<file path="config.mk">
export PLATFORM = sky130hd
export DESIGN_NAME = lfsr4
export DESIGN_NICKNAME = d
export VERILOG_FILES = /design/src/rtl/lfsr4.sv
export SDC_FILE = /design/constraint.sdc
export NUM_CORES = 1
export LEC_CHECK = 0
export BUFFER_PORTS_ARGS = -buffer_cell sky130_fd_sc_hd__buf_2
export CAP_MARGIN = 20
export CORE_AREA = 2 2 39 41
export DETAILED_ROUTE_END_ITERATION = 16
export DIE_AREA = 0 0 41 43
export PLACE_DENSITY = 0.33
export RECOVER_POWER = 50
export SLEW_MARGIN = 5
export SYNTH_ARGS = -nofsm -noshare
export SYNTH_HDL_FRONTEND = slang
export SYNTH_SLANG_ARGS = --single-unit
</file>
<file path="constraint.sdc">
create_clock -name clk -period 0.9 [get_ports clk]
set_clock_uncertainty 0.05 [all_clocks]
set_input_delay 0.09 -clock clk [delete_from_list [all_inputs] [get_ports clk]]
set_output_delay 0.09 -clock clk [all_outputs]
set_load 0.1 [all_outputs]
</file>
<file path="src/rtl/lfsr4.sv">
// Fibonacci LFSR used as the pseudo-random bit source of the stochastic datapath.
// Seedable via a synchronous load; a zero seed is replaced by RESET_STATE so the register never locks up.
module lfsr4 #(
  parameter int               WIDTH       = 4,
  parameter logic [WIDTH-1:0] TAPS        = 4'b1100,
  parameter logic [WIDTH-1:0] RESET_STATE = 4'b0001
) (
  output logic             q,
  input  logic             clk,
  input  logic             rst,
  input  logic [WIDTH-1:0] seed,
  input  logic             load
);

  logic [WIDTH-1:0] state;
  logic             fb;

  assign fb = ^(state & TAPS);

  always_ff @(posedge clk or posedge rst) begin
    if (rst) begin
      state <= RESET_STATE;
    end else if (load) begin
      // An all-zero seed would freeze the shifter, so substitute the reset value.
      state <= (seed == '0) ? RESET_STATE : seed;
    end else begin
      state <= {state[WIDTH-2:0], fb};
    end
  end

  // Output is taken straight from the register so it only moves on an edge or reset.
  assign q = state[WIDTH-1];

endmodule

</file>
==> results of run 1 <==
==> synth_stat cells <==
master	count
dfstp_2	1
inv_1	1
dfrtp_1	3
nand2b_1	1
o22a_1	1
xor2_1	1
nor3_1	1
mux2_2	3
==> worst reg2reg max path: cells and delay by family, from the launching register on <==
family | cells | cell delay, ns
AOI/OAI and AO/OA | 1 | 0.16
DFF | 1 | 0.48
xor gates and xnor gates | 1 | 0.15
==> stage by stage <==
step	total power, mW	instance area (µm²)	setup TNS (ns)
floorplan	0.288	171	-0.172
global placement	0.336	241	-0.00535
detailed placement	0.336	241	-0.0161
CTS	0.587	278	-0.178
global route	0.612	278	-0.231
finish	0.571	278	-0.151
==> repair_timing <==
action	CTS	global route
endpoints found under the hold margin	4	0
cloned	0	0
pin swaps	0	0
hold buffers	1	0
setup endpoints to repair	2	2
==> kinds of logic (layout without fill, tap and decap cells) <==
group,after synthesis,after routing,share of synthesized area (%)
AND/OR/NAND/NOR,2,2,6.72
multiplexers,3,3,20.1
XOR/XNOR,1,1,5.22
buffers and inverters,1,13,2.24
flip-flops,4,4,60.4
AO/OA/AOI/OAI,1,1,5.22
==> how the worst max path moves through the flow <==
stage	endpoint	slack, ns	cells after the start	start
3_3_place_gp	state[0]	-0.005	2	state[3]
6_report	q	-0.13	1	state[3]
2_1_floorplan	state[0]	-0.17	2	state[3]
3_5_place_dp	state[0]	-0.02	2	state[3]
5_1_grt	q	-0.16	1	state[3]
4_1_cts	q	-0.15	1	state[3]
==> per-layer routing <==
metal / routed length, µm / part of all wire [%] / GRT usage, % / vias up
li1: - / - / - / 67
met1: 141 / 42 / 4.87 / 68
met2: 143 / 43 / 6.88 / 8
met3: 50 / 15 / 4.71 / 0
met4: 0 / 0 / 6.00 / 0
met5: 0 / 0 / 0 / -
==> layout make-up <==
class | count | share of cell area (%)
repair buffers | 8 | 21.6
well taps | 16 | 7.21
multi-input cells | 7 | 22.5
clock buffers | 4 | 9.46
inverters | 1 | 1.35
flip-flops and latches | 4 | 37.8
==> power by group through the flow <==
stage	registers (mW)	logic (mW)	clock network [mW]
after floorplan	0.256	0.0327	0
after global placement	0.224	0.112	0
after detailed placement	0.224	0.112	0
after CTS	0.222	0.115	0.251
after global routing	0.224	0.122	0.266
final	0.222	0.113	0.236
==> results.sh, run 1 <==
export IMPL_drive_gt1_share_pct=62.5
export IMPL_critical_path_max_stage_delay_ns=0.48
export IMPL_grt_overflow_total=0
export IMPL_ant_nets=0
export IMPL_status="complete, but fails checks"
export IMPL_hold_depth=2
export IMPL_die_y_um=43
export IMPL_finalWeightedCongestion=0.589
export IMPL_cts_max_path_buffers=2
export IMPL_core_rowCount=14
export IMPL_wl_um=335
export IMPL_timing_final_hold_violations=0
export IMPL_layout_setup_ws_ns=-0.130
export IMPL_numCtsBuffers=3
export IMPL_hp_start="seed[3]"
export IMPL_grt_pass1_wl_um=565
export IMPL_internal_power_uw=430
export IMPL_crit_slowest_cell="dfrtp_4"
export IMPL_hp_class="in2reg"
export IMPL_netlist_top_cells_area="dfrtp_1 45%, mux2_2 20%, dfstp_2 16%"
export IMPL_final_cell_count_no_fill=40
export IMPL_p_comb_share_pct=19.8
export IMPL_drt_iter0_drc=1
export IMPL_cts_setup_buffers=0
export IMPL_largest_reg_flops=4
export IMPL_reg2regPathDepth=2
export IMPL_multiInputGateArea_um2=62.6
export IMPL_slew_headroom_pct=89.7
export IMPL_clock_sinks=4
export IMPL_layout_commonest_cell="buf_2"
export IMPL_crit_type="reg2out"
export IMPL_crit_required_ns=0.76
export IMPL_cts_tree="done"
export IMPL_drc=0
export IMPL_tightest_slew_ns=0.155
export IMPL_worstHoldEndpoint="state[3]"
export IMPL_slew_violations=0
export IMPL_globalRouteTotalUtil_pct=5.54
export IMPL_antenna_found_initial=0
export IMPL_die_w_um=41
export IMPL_dp_cells=35
export IMPL_regToRegSetupSlack_ns=-0.02
export IMPL_power_switching_uw=141
export IMPL_cp_top_family="flip-flops"
export IMPL_timing_hold_ws_ns=0.0583
export IMPL_period_share_pct=114
export IMPL_dieArea_um2=1760
export IMPL_wl_per_cell_um=8.38
export IMPL_power_leakage_nw=0.123
export IMPL_synth_area_per_cell_um2=14.0
export IMPL_cts_resized_gates=0
export IMPL_irDropWorstVdd_v=0.000426
export IMPL_crit_fanout=2
export IMPL_clock_latency_ns=0.23
export IMPL_seq_power_share_pct=38.8
export IMPL_ys_ff_latch=4
export IMPL_maxCapViolCount=0
export IMPL_antennaDiodeCount=0
export IMPL_syn_cell_area_um2=168
export IMPL_fmax_ghz=0.971
export IMPL_synth_top_cell_area_share_pct=44.8
export IMPL_ys_warnings_count=0
export IMPL_vias=143
export IMPL_seqCellArea_um2=105
export IMPL_reg_top3="state (4)"
export IMPL_firstDrtPassIters=2
export IMPL_cp_cell_sequence="buf_12"
export IMPL_worst_setup_path_end_kind="primary output"
export IMPL_rsz0062_at_grt="true"
export IMPL_cp_arrival_ns=0.89
export IMPL_mostFrequentLayoutCells="6 x buf_2, 3 x mux2_2, 3 x clkbuf_4"
export IMPL_io_pins=8
export IMPL_cts_root_buf="clkbuf_4"
export IMPL_r2r_end="state[0]"
export IMPL_violations="negative setup slack"
export IMPL_setup_viol=2
export IMPL_htree_levels=1
export IMPL_grt_max_degree=6
export IMPL_fin_nets=32
export IMPL_r2r_start="state[3]"
export IMPL_vias_per_cell=3.58
export IMPL_grt_pass1_vias=146
export IMPL_fillers=155
export IMPL_yosysUniqueCellTypes=8
export IMPL_pre_cts_ws_ns=-0.0161
export IMPL_powerDensity_nw_per_um2=2060
export IMPL_portBuffers=7
export IMPL_initial_core_util_pct=12.1
export IMPL_switching_share_pct=24.7
export IMPL_netlist_instances=12
export IMPL_regMostFlops="state"
export IMPL_core_area_um2=1380
export IMPL_crit_buf_inv=1
export IMPL_min_period_ns=1.03
export IMPL_ys_seq_area_share_pct=60.4
export IMPL_syn_nets=19
export IMPL_synthToLayoutAreaGrowth_pct=65.7
export IMPL_clk_pin_slew_ns=0.04
export IMPL_utilization_pct=20.1
export IMPL_yosysTopAreaCell="dfrtp_1"
export IMPL_pwr_share_clk_pct=41.4
export IMPL_startpoint_type="flop"
(Power assumes the default switching activity.)
==> run 2: changes to the inputs <==
--- a/config.mk
+++ b/config.mk
@@ -6,11 +6,10 @@
 export NUM_CORES = 1
 export LEC_CHECK = 0
 export BUFFER_PORTS_ARGS = -buffer_cell sky130_fd_sc_hd__buf_2
-export CAP_MARGIN = 20
 export CORE_AREA = 2 2 39 41
 export DETAILED_ROUTE_END_ITERATION = 16
 export DIE_AREA = 0 0 41 43
-export PLACE_DENSITY = 0.33
+export PLACE_DENSITY = 0.34
 export RECOVER_POWER = 50
 export SLEW_MARGIN = 5
 export SYNTH_ARGS = -nofsm -noshare
==> run 2 against run 1 <==
Compared with the run above:
- the flow still finishes with violations (negative setup slack)
- sequential power about the same
- die area unchanged
- hold slack better by 0.0047 ns
- global-route usage down 0.49 points
- via count down 4.9%
- largest cell class unchanged
- combinational power about the same
- first-iteration DRC count rose to 8.0 times the previous value
- maximum frequency down 0.43%
- register-to-register slack about the same
==> results.sh, run 2 (same netlist as run 1, synthesis figures left out) <==
export IMPL_crit_buf_inv=1
export IMPL_timing_hold_ws_ns=0.0630
export IMPL_layout_commonest_cell="buf_2"
export IMPL_die_w_um=41
export IMPL_slew_violations=0
export IMPL_crit_required_ns=0.76
export IMPL_maxCapViolCount=0
export IMPL_drc=0
export IMPL_wl_um=330
export IMPL_pwr_share_clk_pct=42.9
export IMPL_ant_nets=0
export IMPL_rsz0062_at_grt="true"
export IMPL_io_pins=8
export IMPL_pre_cts_ws_ns=-0.0144
export IMPL_cts_max_path_buffers=2
export IMPL_slew_headroom_pct=89.9
export IMPL_grt_overflow_total=0
export IMPL_powerDensity_nw_per_um2=2110
export IMPL_hp_class="in2reg"
export IMPL_mostFrequentLayoutCells="6 x buf_2, 3 x mux2_2, 3 x clkbuf_4"
export IMPL_place_area_um2=241
export IMPL_p_comb_share_pct=19.3
export IMPL_antennaDiodeCount=0
export IMPL_clk_pin_slew_ns=0.04
export IMPL_power_switching_uw=156
export IMPL_seq_power_share_pct=37.7
export IMPL_tightest_slew_ns=0.150
export IMPL_die_y_um=43
export IMPL_vias=136
export IMPL_dieArea_um2=1760
export IMPL_cp_arrival_ns=0.89
export IMPL_crit_slowest_cell="dfrtp_4"
export IMPL_firstDrtPassIters=3
export IMPL_clock_sinks=4
export IMPL_regToRegSetupSlack_ns=-0.03
export IMPL_final_cell_count_no_fill=40
export IMPL_finalWeightedCongestion=0.549
export IMPL_reg_top3="state (4)"
export IMPL_antenna_found_initial=0
export IMPL_grt_pass1_vias=133
export IMPL_crit_type="reg2out"
export IMPL_fin_area_um2=278
export IMPL_core_rowCount=14
export IMPL_fillers=158
export IMPL_drt_iter0_drc=8
export IMPL_startpoint_type="flop"
export IMPL_final_setup_tns_ns=-0.167
export IMPL_vias_per_cell=3.40
export IMPL_dp_cells=35
export IMPL_clock_latency_ns=0.23
export IMPL_period_share_pct=115
export IMPL_grt_max_degree=6
export IMPL_violations="negative setup slack"
export IMPL_cp_top_family="flip-flops"
export IMPL_fmax_ghz=0.967
export IMPL_htree_levels=1
export IMPL_initial_core_util_pct=12.1
export IMPL_status="complete, but fails checks"
export IMPL_wl_per_cell_um=8.25
export IMPL_grt_pass1_wl_um=524
export IMPL_min_period_ns=1.03
export IMPL_cts_resized_gates=0
export IMPL_irDropWorstVdd_v=0.000622
export IMPL_power_leakage_nw=0.123
export IMPL_cts_root_buf="clkbuf_4"
export IMPL_layout_setup_ws_ns=-0.135
export IMPL_numCtsBuffers=3
export IMPL_switching_share_pct=26.6
export IMPL_cts_tree="done"
export IMPL_core_area_um2=1380
export IMPL_regMostFlops="state"
export IMPL_internal_power_uw=431
export IMPL_synthToLayoutAreaGrowth_pct=65.7
export IMPL_cp_cell_sequence="buf_12"
export IMPL_globalRouteTotalUtil_pct=5.05
export IMPL_largest_reg_flops=4
export IMPL_setup_viol=2
export IMPL_critical_path_max_stage_delay_ns=0.49
export IMPL_drive_gt1_share_pct=62.5
export IMPL_worst_setup_path_end_kind="primary output"
export IMPL_crit_fanout=2
export IMPL_timing_final_hold_violations=0
export IMPL_portBuffers=7
export IMPL_fin_nets=32
-- run 2: final timing paths --
| kind | startpoint | endpoint | cells past startpoint |
|---|---|---|---|
| max | state[3] | q | 1 |
| min | seed[2] | state[2] | 2 |
| max reg2reg | state[3] | state[0] | 2 |
| min reg2reg | state[1] | state[2] | 1 |
| max in group asynchronous | rst | state[0] | 3 |
| min in group asynchronous | rst | state[1] | 3 |
-- run 2: timing repair --
| action | CTS | global route |
|---|---|---|
| buffers inserted | 0 | 0 |
| hold endpoints to repair | 4 | 0 |
| setup endpoints to repair | 2 | 2 |
| hold buffers | 1 | 0 |
-- run 2: through the flow --
step / util (%) / total power, mW
global placement: 17.5 / 0.332
CTS: 20.1 / 0.600
detailed placement: 17.5 / 0.335
floorplan: - / 0.288
finish: 20.1 / 0.587
global route: 20.1 / 0.622
-- run 2: final cells by class --
| type | instances | area, µm² | area share [%] |
|---|---|---|---|
| clock buffers | 4 | 26.3 | 9.46 |
| flip-flops and latches | 4 | 105 | 37.8 |
| inverters | 1 | 3.75 | 1.35 |
| multi-input cells | 7 | 62.6 | 22.5 |
| repair buffers | 8 | 60.1 | 21.6 |
| well taps | 16 | 20.0 | 7.21 |
-- run 2: power by group through the flow --
stage / clock, mW / combinational, mW / sequential, mW
6_report: 0.252 / 0.113 / 0.221
5_1_grt: 0.277 / 0.121 / 0.224
4_1_cts: 0.264 / 0.114 / 0.222
3_5_place_dp: 0 / 0.110 / 0.225
3_3_place_gp: 0 / 0.109 / 0.223
2_1_floorplan: 0 / 0.0327 / 0.256
-- run 2: layer usage --
layer	wire, µm	track usage (%)
met5	0	0
met4	0	4.00
met3	34	4.71
met2	101	4.06
met1	194	7.21
==> run 3: changes to the inputs <==
--- a/config.mk
+++ b/config.mk
@@ -9,7 +9,7 @@
 export CORE_AREA = 2 2 39 41
 export DETAILED_ROUTE_END_ITERATION = 16
 export DIE_AREA = 0 0 41 43
-export PLACE_DENSITY = 0.34
+export HOLD_SLACK_MARGIN = 0.02
 export RECOVER_POWER = 50
 export SLEW_MARGIN = 5
 export SYNTH_ARGS = -nofsm -noshare
==> run 3 against run 2 <==
Compared with the run above:
- the flow still finishes with violations (negative setup slack)
- combinational power about the same
- count of clock-buffer cells in the layout is the same
- final cell count unchanged
- sequential power about the same
- register-to-register slack about the same
- setup slack improved by 0.0015 ns
- critical path type unchanged
- sequential share of layout area is the same
- clock power fell by 4%
==> results.sh, run 3 (same netlist as run 1, synthesis figures left out) <==
export IMPL_fmax_ghz=0.968
export IMPL_drt_iter0_drc=1
export IMPL_cp_arrival_ns=0.89
export IMPL_layout_commonest_cell="buf_2"
export IMPL_maxCapViolCount=0
export IMPL_io_pins=8
export IMPL_finalWeightedCongestion=0.549
export IMPL_drive_gt1_share_pct=62.5
export IMPL_vias_per_cell=3.28
export IMPL_reg_top3="state (4)"
export IMPL_setup_viol=2
export IMPL_dieArea_um2=1760
export IMPL_firstDrtPassIters=2
export IMPL_power_uw=577
export IMPL_final_setup_tns_ns=-0.151
export IMPL_hp_class="in2reg"
export IMPL_antennaDiodeCount=0
export IMPL_drc=0
export IMPL_internal_power_uw=430
export IMPL_portBuffers=7
export IMPL_cp_top_family="flip-flops"
export IMPL_die_y_um=43
export IMPL_cts_root_buf="clkbuf_4"
export IMPL_crit_slowest_cell="dfrtp_4"
export IMPL_layout_setup_ws_ns=-0.133
export IMPL_crit_buf_inv=1
export IMPL_cp_cell_sequence="buf_12"
export IMPL_wl_um=328
export IMPL_r2r_start="state[3]"
export IMPL_regMostFlops="state"
export IMPL_min_period_ns=1.03
export IMPL_slew_violations=0
export IMPL_timing_final_hold_violations=0
export IMPL_pre_cts_ws_ns=-0.0103
export IMPL_critical_path_max_stage_delay_ns=0.48
export IMPL_globalRouteTotalUtil_pct=4.83
export IMPL_wl_per_cell_um=8.20
export IMPL_die_w_um=41
export IMPL_vias=131
export IMPL_status="complete, but fails checks"
export IMPL_rsz0062_at_grt="true"
export IMPL_crit_path_start="state[3]"
export IMPL_ant_nets=0
export IMPL_largest_reg_flops=4
export IMPL_core_area_um2=1380
export IMPL_worst_setup_path_end_kind="primary output"
export IMPL_crit_type="reg2out"
export IMPL_slew_headroom_pct=88.4
export IMPL_timing_hold_ws_ns=0.0598
export IMPL_core_rowCount=14
export IMPL_hp_start="seed[3]"
export IMPL_crit_required_ns=0.76
export IMPL_numCtsBuffers=3
export IMPL_period_share_pct=115
export IMPL_grt_pass1_wl_um=448
export IMPL_fin_nets=32
export IMPL_cts_resized_gates=0
export IMPL_p_comb_share_pct=19.7
export IMPL_violations="negative setup slack"
export IMPL_htree_levels=1
export IMPL_place_area_um2=241
export IMPL_power_leakage_nw=0.123
export IMPL_pwr_share_clk_pct=42.0
export IMPL_tightest_slew_ns=0.174
export IMPL_mostFrequentLayoutCells="6 x buf_2, 3 x mux2_2, 3 x clkbuf_4"
export IMPL_cts_setup_buffers=0
export IMPL_power_switching_uw=147
export IMPL_fin_area_um2=278
export IMPL_clock_sinks=4
export IMPL_cts_tree="done"
export IMPL_startpoint_type="flop"
export IMPL_grt_pass1_vias=121
export IMPL_seq_power_share_pct=38.3
export IMPL_synthToLayoutAreaGrowth_pct=65.7
export IMPL_antenna_found_initial=0
export IMPL_clock_latency_ns=0.23
export IMPL_grt_max_degree=6
export IMPL_initial_core_util_pct=12.1
export IMPL_crit_fanout=2
export IMPL_powerDensity_nw_per_um2=2080
export IMPL_switching_share_pct=25.4
export IMPL_clk_pin_slew_ns=0.04
export IMPL_irDropWorstVdd_v=0.000263
export IMPL_grt_overflow_total=0
export IMPL_cts_max_path_buffers=2
==> run 3: cell counts in the layout (fill, tap and decap cells not counted) <==
No cell type changed its count.
==> run 3: final timing paths <==
check                            to  depth (start not counted)  slack, ns
setup reg to reg           state[0]                          2      -0.02
max in group asynchronous  state[0]                          3       0.33
hold / removal             state[3]                          2       0.06
min in group asynchronous  state[2]                          3       0.24
hold reg to reg            state[2]                          1       0.42
setup / recovery                  q                          1      -0.13
==> run 3: metal layers <==
layer  share of wire [%]  GRT usage [%]  vias up
li1                    -              -       65
met1                  47           4.87       58
met2                  39           4.69        8
met3                  14           4.71        0
met4                   0           6.00        0
met5                   0              0        -
==> run 3: power by group through the flow <==
stage | Combinational, mW | Clock, mW | Sequential [mW]
final | 0.114 | 0.242 | 0.221
after global routing | 0.121 | 0.274 | 0.223
after CTS | 0.116 | 0.258 | 0.221
after detailed placement | 0.112 | 0 | 0.224
after global placement | 0.112 | 0 | 0.223
after floorplan | 0.0327 | 0 | 0.256
==> run 3: final cells by class <==
type	count	area, µm²
repair buffers	8	60.1
fillers	156	1110
well taps	16	20.0
flip-flops and latches	4	105
multi-input cells	7	62.6
inverters	1	3.75
clock buffers	4	26.3
==> run 3: stage by stage <==
stage / cells / util [%]
after floorplan: 12 / -
after detailed placement: 35 / 17.5
final: 40 / 20.1
after CTS: 40 / 20.1
after global placement: 35 / 17.5
after global routing: 40 / 20.1
==> run 3: timing repair <==
action	in CTS	in global routing
endpoints found under the hold margin	4	0
pin swaps	0	0
endpoints found under the setup margin	2	2
hold buffers	1	0
